[src/rtl/briscv_loader_pkg.sv]
// Shared definitions for the BRISC-V boot-time program loader:
// loader state encodings and the boot frame layout.
package briscv_loader_pkg;

  typedef enum logic [2:0] {
    LDR_HDR   = 3'd0,
    LDR_DATA  = 3'd1,
    LDR_ENTRY = 3'd2,
    LDR_START = 3'd3,
    LDR_RUN   = 3'd4,
    LDR_ERROR = 3'd5
  } ldr_state_e;

  // A frame is one word-count header, N program words, then one entry PC per core.
  localparam int unsigned LDR_HDR_WORDS = 1;

  function automatic int unsigned ldr_frame_words(input int unsigned n, input int unsigned cores);
    return LDR_HDR_WORDS + n + cores;
  endfunction

endpackage

[src/rtl/briscv_program_loader_if.sv]
// Valid/ready word stream that carries a boot frame into the program loader.
interface briscv_program_loader_if #(
  parameter int DATA_WIDTH = 32
) ();

  logic                  load_valid;
  logic                  load_ready;
  logic [DATA_WIDTH-1:0] load_data;
  logic                  load_last;

  modport master (
    output load_valid,
    output load_data,
    output load_last,
    input  load_ready
  );

  modport slave (
    input  load_valid,
    input  load_data,
    input  load_last,
    output load_ready
  );

endinterface

[src/rtl/briscv_program_loader.sv]
// Boot loader for the multi-core BRISC-V system: writes a framed program into the
// shared instruction BRAM, captures one entry PC per core, then releases the cores.
module briscv_program_loader
  import briscv_loader_pkg::*;
#(
  parameter int NUM_CORES        = 2,
  parameter int DATA_WIDTH       = 32,
  parameter int ADDRESS_BITS     = 32,
  parameter int MEM_ADDRESS_BITS = 14
) (
  input  logic                              clock,
  input  logic                              reset,
  briscv_program_loader_if.slave            load,
  input  logic                              reload,
  output logic                              mem_we,
  output logic [MEM_ADDRESS_BITS-1:0]       mem_addr,
  output logic [DATA_WIDTH-1:0]             mem_wdata,
  output logic [NUM_CORES*ADDRESS_BITS-1:0] program_address,
  output logic                              start,
  output logic                              core_hold,
  output logic                              error
);

  localparam int ENTRY_IDX_BITS = (NUM_CORES > 1) ? $clog2(NUM_CORES) : 1;
  localparam int COUNT_BITS     = MEM_ADDRESS_BITS + 1;
  localparam logic [DATA_WIDTH:0] MAX_WORDS =
    {{DATA_WIDTH{1'b0}}, 1'b1} << MEM_ADDRESS_BITS;

  ldr_state_e state_q;
  ldr_state_e state_d;

  // Counters are one bit wider than the BRAM address so a full 2**MEM_ADDRESS_BITS
  // program can be expressed without wrapping the index back to zero.
  logic [COUNT_BITS-1:0]     words_q;
  logic [COUNT_BITS-1:0]     word_idx_q;
  logic [COUNT_BITS-1:0]     word_idx_next;
  logic [ENTRY_IDX_BITS-1:0] entry_idx_q;

  logic                    ready;
  logic                    xfer;
  logic                    hdr_take;
  logic                    write_en;
  logic                    capture;
  logic                    hdr_too_big;
  logic                    hdr_is_zero;
  logic                    entry_final;
  logic [ADDRESS_BITS-1:0] entry_word;

  assign word_idx_next = word_idx_q + 1'b1;
  assign hdr_too_big   = {1'b0, load.load_data} > MAX_WORDS;
  assign hdr_is_zero   = (load.load_data == '0);
  assign entry_final   = (entry_idx_q == ENTRY_IDX_BITS'(NUM_CORES - 1));
  assign entry_word    = ADDRESS_BITS'(load.load_data);

  always_ff @(posedge clock or negedge reset) begin
    if (!reset) begin
      state_q <= LDR_HDR;
    end else begin
      state_q <= state_d;
    end
  end

  always_comb begin
    state_d  = state_q;
    hdr_take = 1'b0;
    write_en = 1'b0;
    capture  = 1'b0;
    ready    = (state_q == LDR_HDR) || (state_q == LDR_DATA) || (state_q == LDR_ENTRY);
    xfer     = ready && load.load_valid;

    // Only the final entry word may carry load_last; any disagreement is a framing fault
    // and the offending word is dropped.
    case (state_q)
      LDR_HDR: begin
        if (xfer) begin
          if (load.load_last || hdr_too_big) begin
            state_d = LDR_ERROR;
          end else if (hdr_is_zero) begin
            state_d = LDR_ENTRY;
          end else begin
            state_d  = LDR_DATA;
            hdr_take = 1'b1;
          end
        end
      end
      LDR_DATA: begin
        if (xfer) begin
          if (load.load_last) begin
            state_d = LDR_ERROR;
          end else begin
            write_en = 1'b1;
            if (word_idx_next == words_q) begin
              state_d = LDR_ENTRY;
            end
          end
        end
      end
      LDR_ENTRY: begin
        if (xfer) begin
          if (load.load_last != entry_final) begin
            state_d = LDR_ERROR;
          end else begin
            capture = 1'b1;
            if (entry_final) begin
              state_d = LDR_START;
            end
          end
        end
      end
      LDR_START: begin
        state_d = LDR_RUN;
      end
      LDR_RUN: begin
        if (reload) begin
          state_d = LDR_HDR;
        end
      end
      LDR_ERROR: begin
        if (reload) begin
          state_d = LDR_HDR;
        end
      end
      default: begin
        state_d = LDR_HDR;
      end
    endcase
  end

  assign load.load_ready = ready;
  assign start           = (state_q == LDR_START);
  assign core_hold       = !((state_q == LDR_START) || (state_q == LDR_RUN));
  assign error           = (state_q == LDR_ERROR);

  always_ff @(posedge clock or negedge reset) begin
    if (!reset) begin
      words_q         <= '0;
      word_idx_q      <= '0;
      entry_idx_q     <= '0;
      mem_we          <= 1'b0;
      mem_addr        <= '0;
      mem_wdata       <= '0;
      program_address <= '0;
    end else begin
      mem_we <= write_en;

      if (state_q == LDR_HDR) begin
        word_idx_q  <= '0;
        entry_idx_q <= '0;
      end

      if (hdr_take) begin
        words_q <= load.load_data[COUNT_BITS-1:0];
      end

      if (write_en) begin
        mem_addr   <= word_idx_q[MEM_ADDRESS_BITS-1:0];
        mem_wdata  <= load.load_data;
        word_idx_q <= word_idx_next;
      end

      if (capture) begin
        entry_idx_q <= entry_idx_q + 1'b1;
      end

      for (int i = 0; i < NUM_CORES; i++) begin
        if (capture && (entry_idx_q == ENTRY_IDX_BITS'(i))) begin
          program_address[i*ADDRESS_BITS +: ADDRESS_BITS] <= entry_word;
        end
      end
    end
  end

endmodule
[src/flat_wrapper.sv]
// flat-port wrapper written by rule: the top's interface ports become plain ports
module briscv_program_loader_flat import briscv_loader_pkg::*;
#(
  parameter int NUM_CORES        = 2,
  parameter int DATA_WIDTH       = 32,
  parameter int ADDRESS_BITS     = 32,
  parameter int MEM_ADDRESS_BITS = 14
)
  (clock, reset, reload, mem_we, mem_addr, mem_wdata, program_address, start, core_hold, error, load_load_valid, load_load_data, load_load_last, load_load_ready);
  briscv_program_loader_if #(.DATA_WIDTH(DATA_WIDTH)) load_i ();
  input  logic clock;
  input  logic reset;
  input  logic reload;
  output logic mem_we;
  output logic [MEM_ADDRESS_BITS-1:0] mem_addr;
  output logic [DATA_WIDTH-1:0] mem_wdata;
  output logic [NUM_CORES*ADDRESS_BITS-1:0] program_address;
  output logic start;
  output logic core_hold;
  output logic error;
  input wire logic [$bits(load_i.load_valid)-1:0] load_load_valid;
  input wire logic [$bits(load_i.load_data)-1:0] load_load_data;
  input wire logic [$bits(load_i.load_last)-1:0] load_load_last;
  output wire logic [$bits(load_i.load_ready)-1:0] load_load_ready;
  assign load_i.load_valid = load_load_valid;
  assign load_i.load_data = load_load_data;
  assign load_i.load_last = load_load_last;
  assign load_load_ready = load_i.load_ready;
  briscv_program_loader #(.NUM_CORES(NUM_CORES), .DATA_WIDTH(DATA_WIDTH), .ADDRESS_BITS(ADDRESS_BITS), .MEM_ADDRESS_BITS(MEM_ADDRESS_BITS)) u_core (.clock(clock), .reset(reset), .load(load_i), .reload(reload), .mem_we(mem_we), .mem_addr(mem_addr), .mem_wdata(mem_wdata), .program_address(program_address), .start(start), .core_hold(core_hold), .error(error));
endmodule
[config.mk]
export PLATFORM = sky130hd
export DESIGN_NAME = briscv_program_loader_flat
export DESIGN_NICKNAME = d
export VERILOG_FILES = /design/src/rtl/briscv_loader_pkg.sv /design/src/rtl/briscv_program_loader_if.sv /design/src/rtl/briscv_program_loader.sv /design/src/flat_wrapper.sv
export SDC_FILE = /design/constraint.sdc
export NUM_CORES = 1
export LEC_CHECK = 0
export CAP_MARGIN = 25
export CORE_UTILIZATION = 50
export DETAILED_ROUTE_END_ITERATION = 8
export PLACE_DENSITY = 0.88
export SYNTH_ARGS = -nofsm -noshare
export SYNTH_HDL_FRONTEND = slang
export SYNTH_SLANG_ARGS = --single-unit
[constraint.sdc]
create_clock -name clock -period 2.7 [get_ports clock]
set_input_delay 0.54 -clock clock [delete_from_list [all_inputs] [get_ports clock]]
set_output_delay 0.54 -clock clock [all_outputs]
set_load 0.03 [all_outputs]
==> summary.md <==
| Metric | Value |
|---|---|
| Status | complete, no violations |
| Clock skew | 6.46 ps |
| Final WL | 17600 um |
| Post-Synthesis Cells | 588 |
| Initial Util | 0.522 |
| Crit path DAT | 2030 ps |
| Synth unique cells | 49 |
| Vias in the first global route | 5591 |
| Final nets | 784 |
| Root Buffer | clkbuf_16 |
| Post-CTS Setup Inserts | 0 |
| Die width | 115 um |
| Worst skew pair latency | 430 ps |
| Share of cells above drive strength 1 | 0.189 |
| Crit share post-route | 0.951 |
| Static Leak | 4.13 nW |
| Initial antenna violation count | 0 |
| WS Path Type | reg2out |
| Worst Setup Start Kind | register |
| CTS resizes | 0 |
| Synth Register Bits | 145 |
| Largest net degree at the start of global routing | 56 |
| Count leader, synth | nand2_1 |
| # rows | 40 |
| Syn Area/Cell | 10.8 sq um |
| CTS H-Tree Depth | 4 |
| CP max FO | 14 |
| CTS clk-pin slew, worst paths | 60 ps |
| Initial DRT Pass Iterations | 7 |
| TritonCTS buffer count | 17 |
| # diodes | 0 |
| Worst slew margin | 0.652 |
| Synth-to-layout area growth | 36.9% |
| Post-DP HPWL | 12100 um |
| Post-Syn Area | 0.00637 sq mm |
| Iter 0 DRT Violations | 394 |
| RSZ-0062 raised after global routing | false |
| Drt wl/cell | 19.0 um |
| Die area | 0.0132 sq mm |
| PD cells | 975 mW/mm^2 |
| Max-capacitance violation count | 0 |
| R2R depth | 7 |
| Antenna violation net count after detailed routing | 0 |
| Final setup violation count | 0 |
| Tmin final | 2570 ps |
| VDD IR max | 0.717 mV |
| Vias/cell | 5.63 |
| First-pass GRT wire length | 28100 um |
| Top FF cell, synth | dfrtp_1 |
| Placer Congestion | 0.873 |
| Asr flop ratio synth | 1.00 |
| Clock Path Buffers | 2 |
| Hold WC Path Type | in2async |
| Worst slew pin tran | 518 ps |
| Chip height | 115 um |
| Synth Warn # | 0 |
| I/O Buffers | 151 |
| Top-area cell type share of the netlist area | 0.570 |
| Synth area leader | dfrtp_1 |
| Routed vias | 5214 |
| Clock Sink Count | 145 |
| Power, Total | 0.00850 W |
| Top cells by area, synth | dfrtp_1, mux2_2, nand2_1 |
| Register area share after synthesis | 0.570 |
| CTS tree | done |
| Slew Limit Fails | 0 |
| Final Hold Fails | 0 |
| Synth top cells by count | nand2_1, dfrtp_1, mux2_2 |
| CP Capture Type | output port |
| Worst path required time | 2160 ps |
| Final core utilization | 0.714 |
| # DRC | 0 |
| Peak Freq | 0.389 GHz |
| Gr usage total | 0.283 |
| Post-synth EDFFs | 0 |
| Core box area | 0.0122 sq mm |
| Syn_nets | 626 |
| Grt total ovfl | 0 |
| Post-CTS Hold Fix Bufs | 0 |
| Ports | 152 |
==> through the flow <==
stage / cells / worst slack, ps / hold WS [ps] / setup TNS, ps / instance area, sq um
5_1_grt: 926 / 47.2 / 34.3 / 0 / 8720
2_1_floorplan: 588 / 576 / 244 / 0 / 6370
6_report: 926 / 131 / 19.7 / 0 / 8720
3_5_place_dp: 895 / -117 / 462 / -1180 / 8150
4_1_cts: 926 / 86.2 / 21.5 / 0 / 8720
3_3_place_gp: 895 / -47.2 / 459 / -286 / 8150
==> worst max-delay path, stage by stage (launching register included) <==
cell and delay, ps:
dfrtp_1 640, nor2_1 140, a21oi_1 140, clkdlybuf4s50_1 680
==> layout make-up <==
cell class | count | area [sq um]
clock inverters | 9 | 82.6
multi-input cells | 403 | 2570
well taps | 168 | 210
clock buffers | 22 | 484
inverters | 4 | 15.0
repair buffers | 175 | 1730
fillers | 834 | 3490
flip-flops and latches | 145 | 3630
==> worst paths after layout <==
path | from | to | slack (ps)
worst max-delay path | u_core.state_q[2] | core_hold | 130
worst min-delay path | reset | u_core.mem_wdata[25] | 20
worst max register to register | u_core.word_idx_q[1] | u_core.state_q[0] | 250
worst min register to register | u_core.mem_addr[7] | u_core.mem_addr[7] | 480
max in group asynchronous | reset | u_core.program_address[6] | 1910
min in group clock | u_core.mem_addr[7] | u_core.mem_addr[7] | 480
==> report_power, final <==
part	switching, W	internal, W
Combinational	0.00189	0.00132
Sequential	0.000377	0.00267
Clock	0.000885	0.00135
Total	0.00315	0.00535
==> kinds of logic (layout without fill, tap and decap cells) <==
logic type,count (synthesis),after routing,share of synthesized area
simple gates,242,242,0.172
flops,145,145,0.570
mux,81,81,0.143
compound gates,61,61,0.0615
buf+inv,40,210,0.0277
xor+xnor,18,18,0.0247
fa+ha+maj,1,1,0.00196
==> layer usage <==
metal | vias up | GRT usage | share of wire
met5 | - | 0 | 0
met3 | 63 | 0.0775 | 0.067
met2 | 231 | 0.469 | 0.50
met1 | 2601 | 0.331 | 0.39
met4 | 0 | 0.167 | 0.043
li1 | 2319 | - | -
==> sequential cells by signal, summed over array words and instances, names as in the netlist <==
| name | cells |
|---|---|
| u_core.word_idx_q | 15 |
| u_core.words_q | 15 |
| u_core.program_address | 64 |
| u_core.mem_wdata | 32 |
| u_core.entry_final | 1 |
| u_core.mem_addr | 14 |
| u_core.mem_we | 1 |
| u_core.state_q | 3 |
==> cells in the final DEF (no fill, tap or decap), types with 8 or more instances in the layout <==
cell               n
o21ai_0           28
nor2_1            25
buf_4             21
nand2_1          163
xnor2_1           12
dfrtp_1          144
clkbuf_16         17
mux2_2            74
nand3_1            9
clkdlybuf4s50_1  150
nor4_1             8
(Power assumes the default switching activity.)
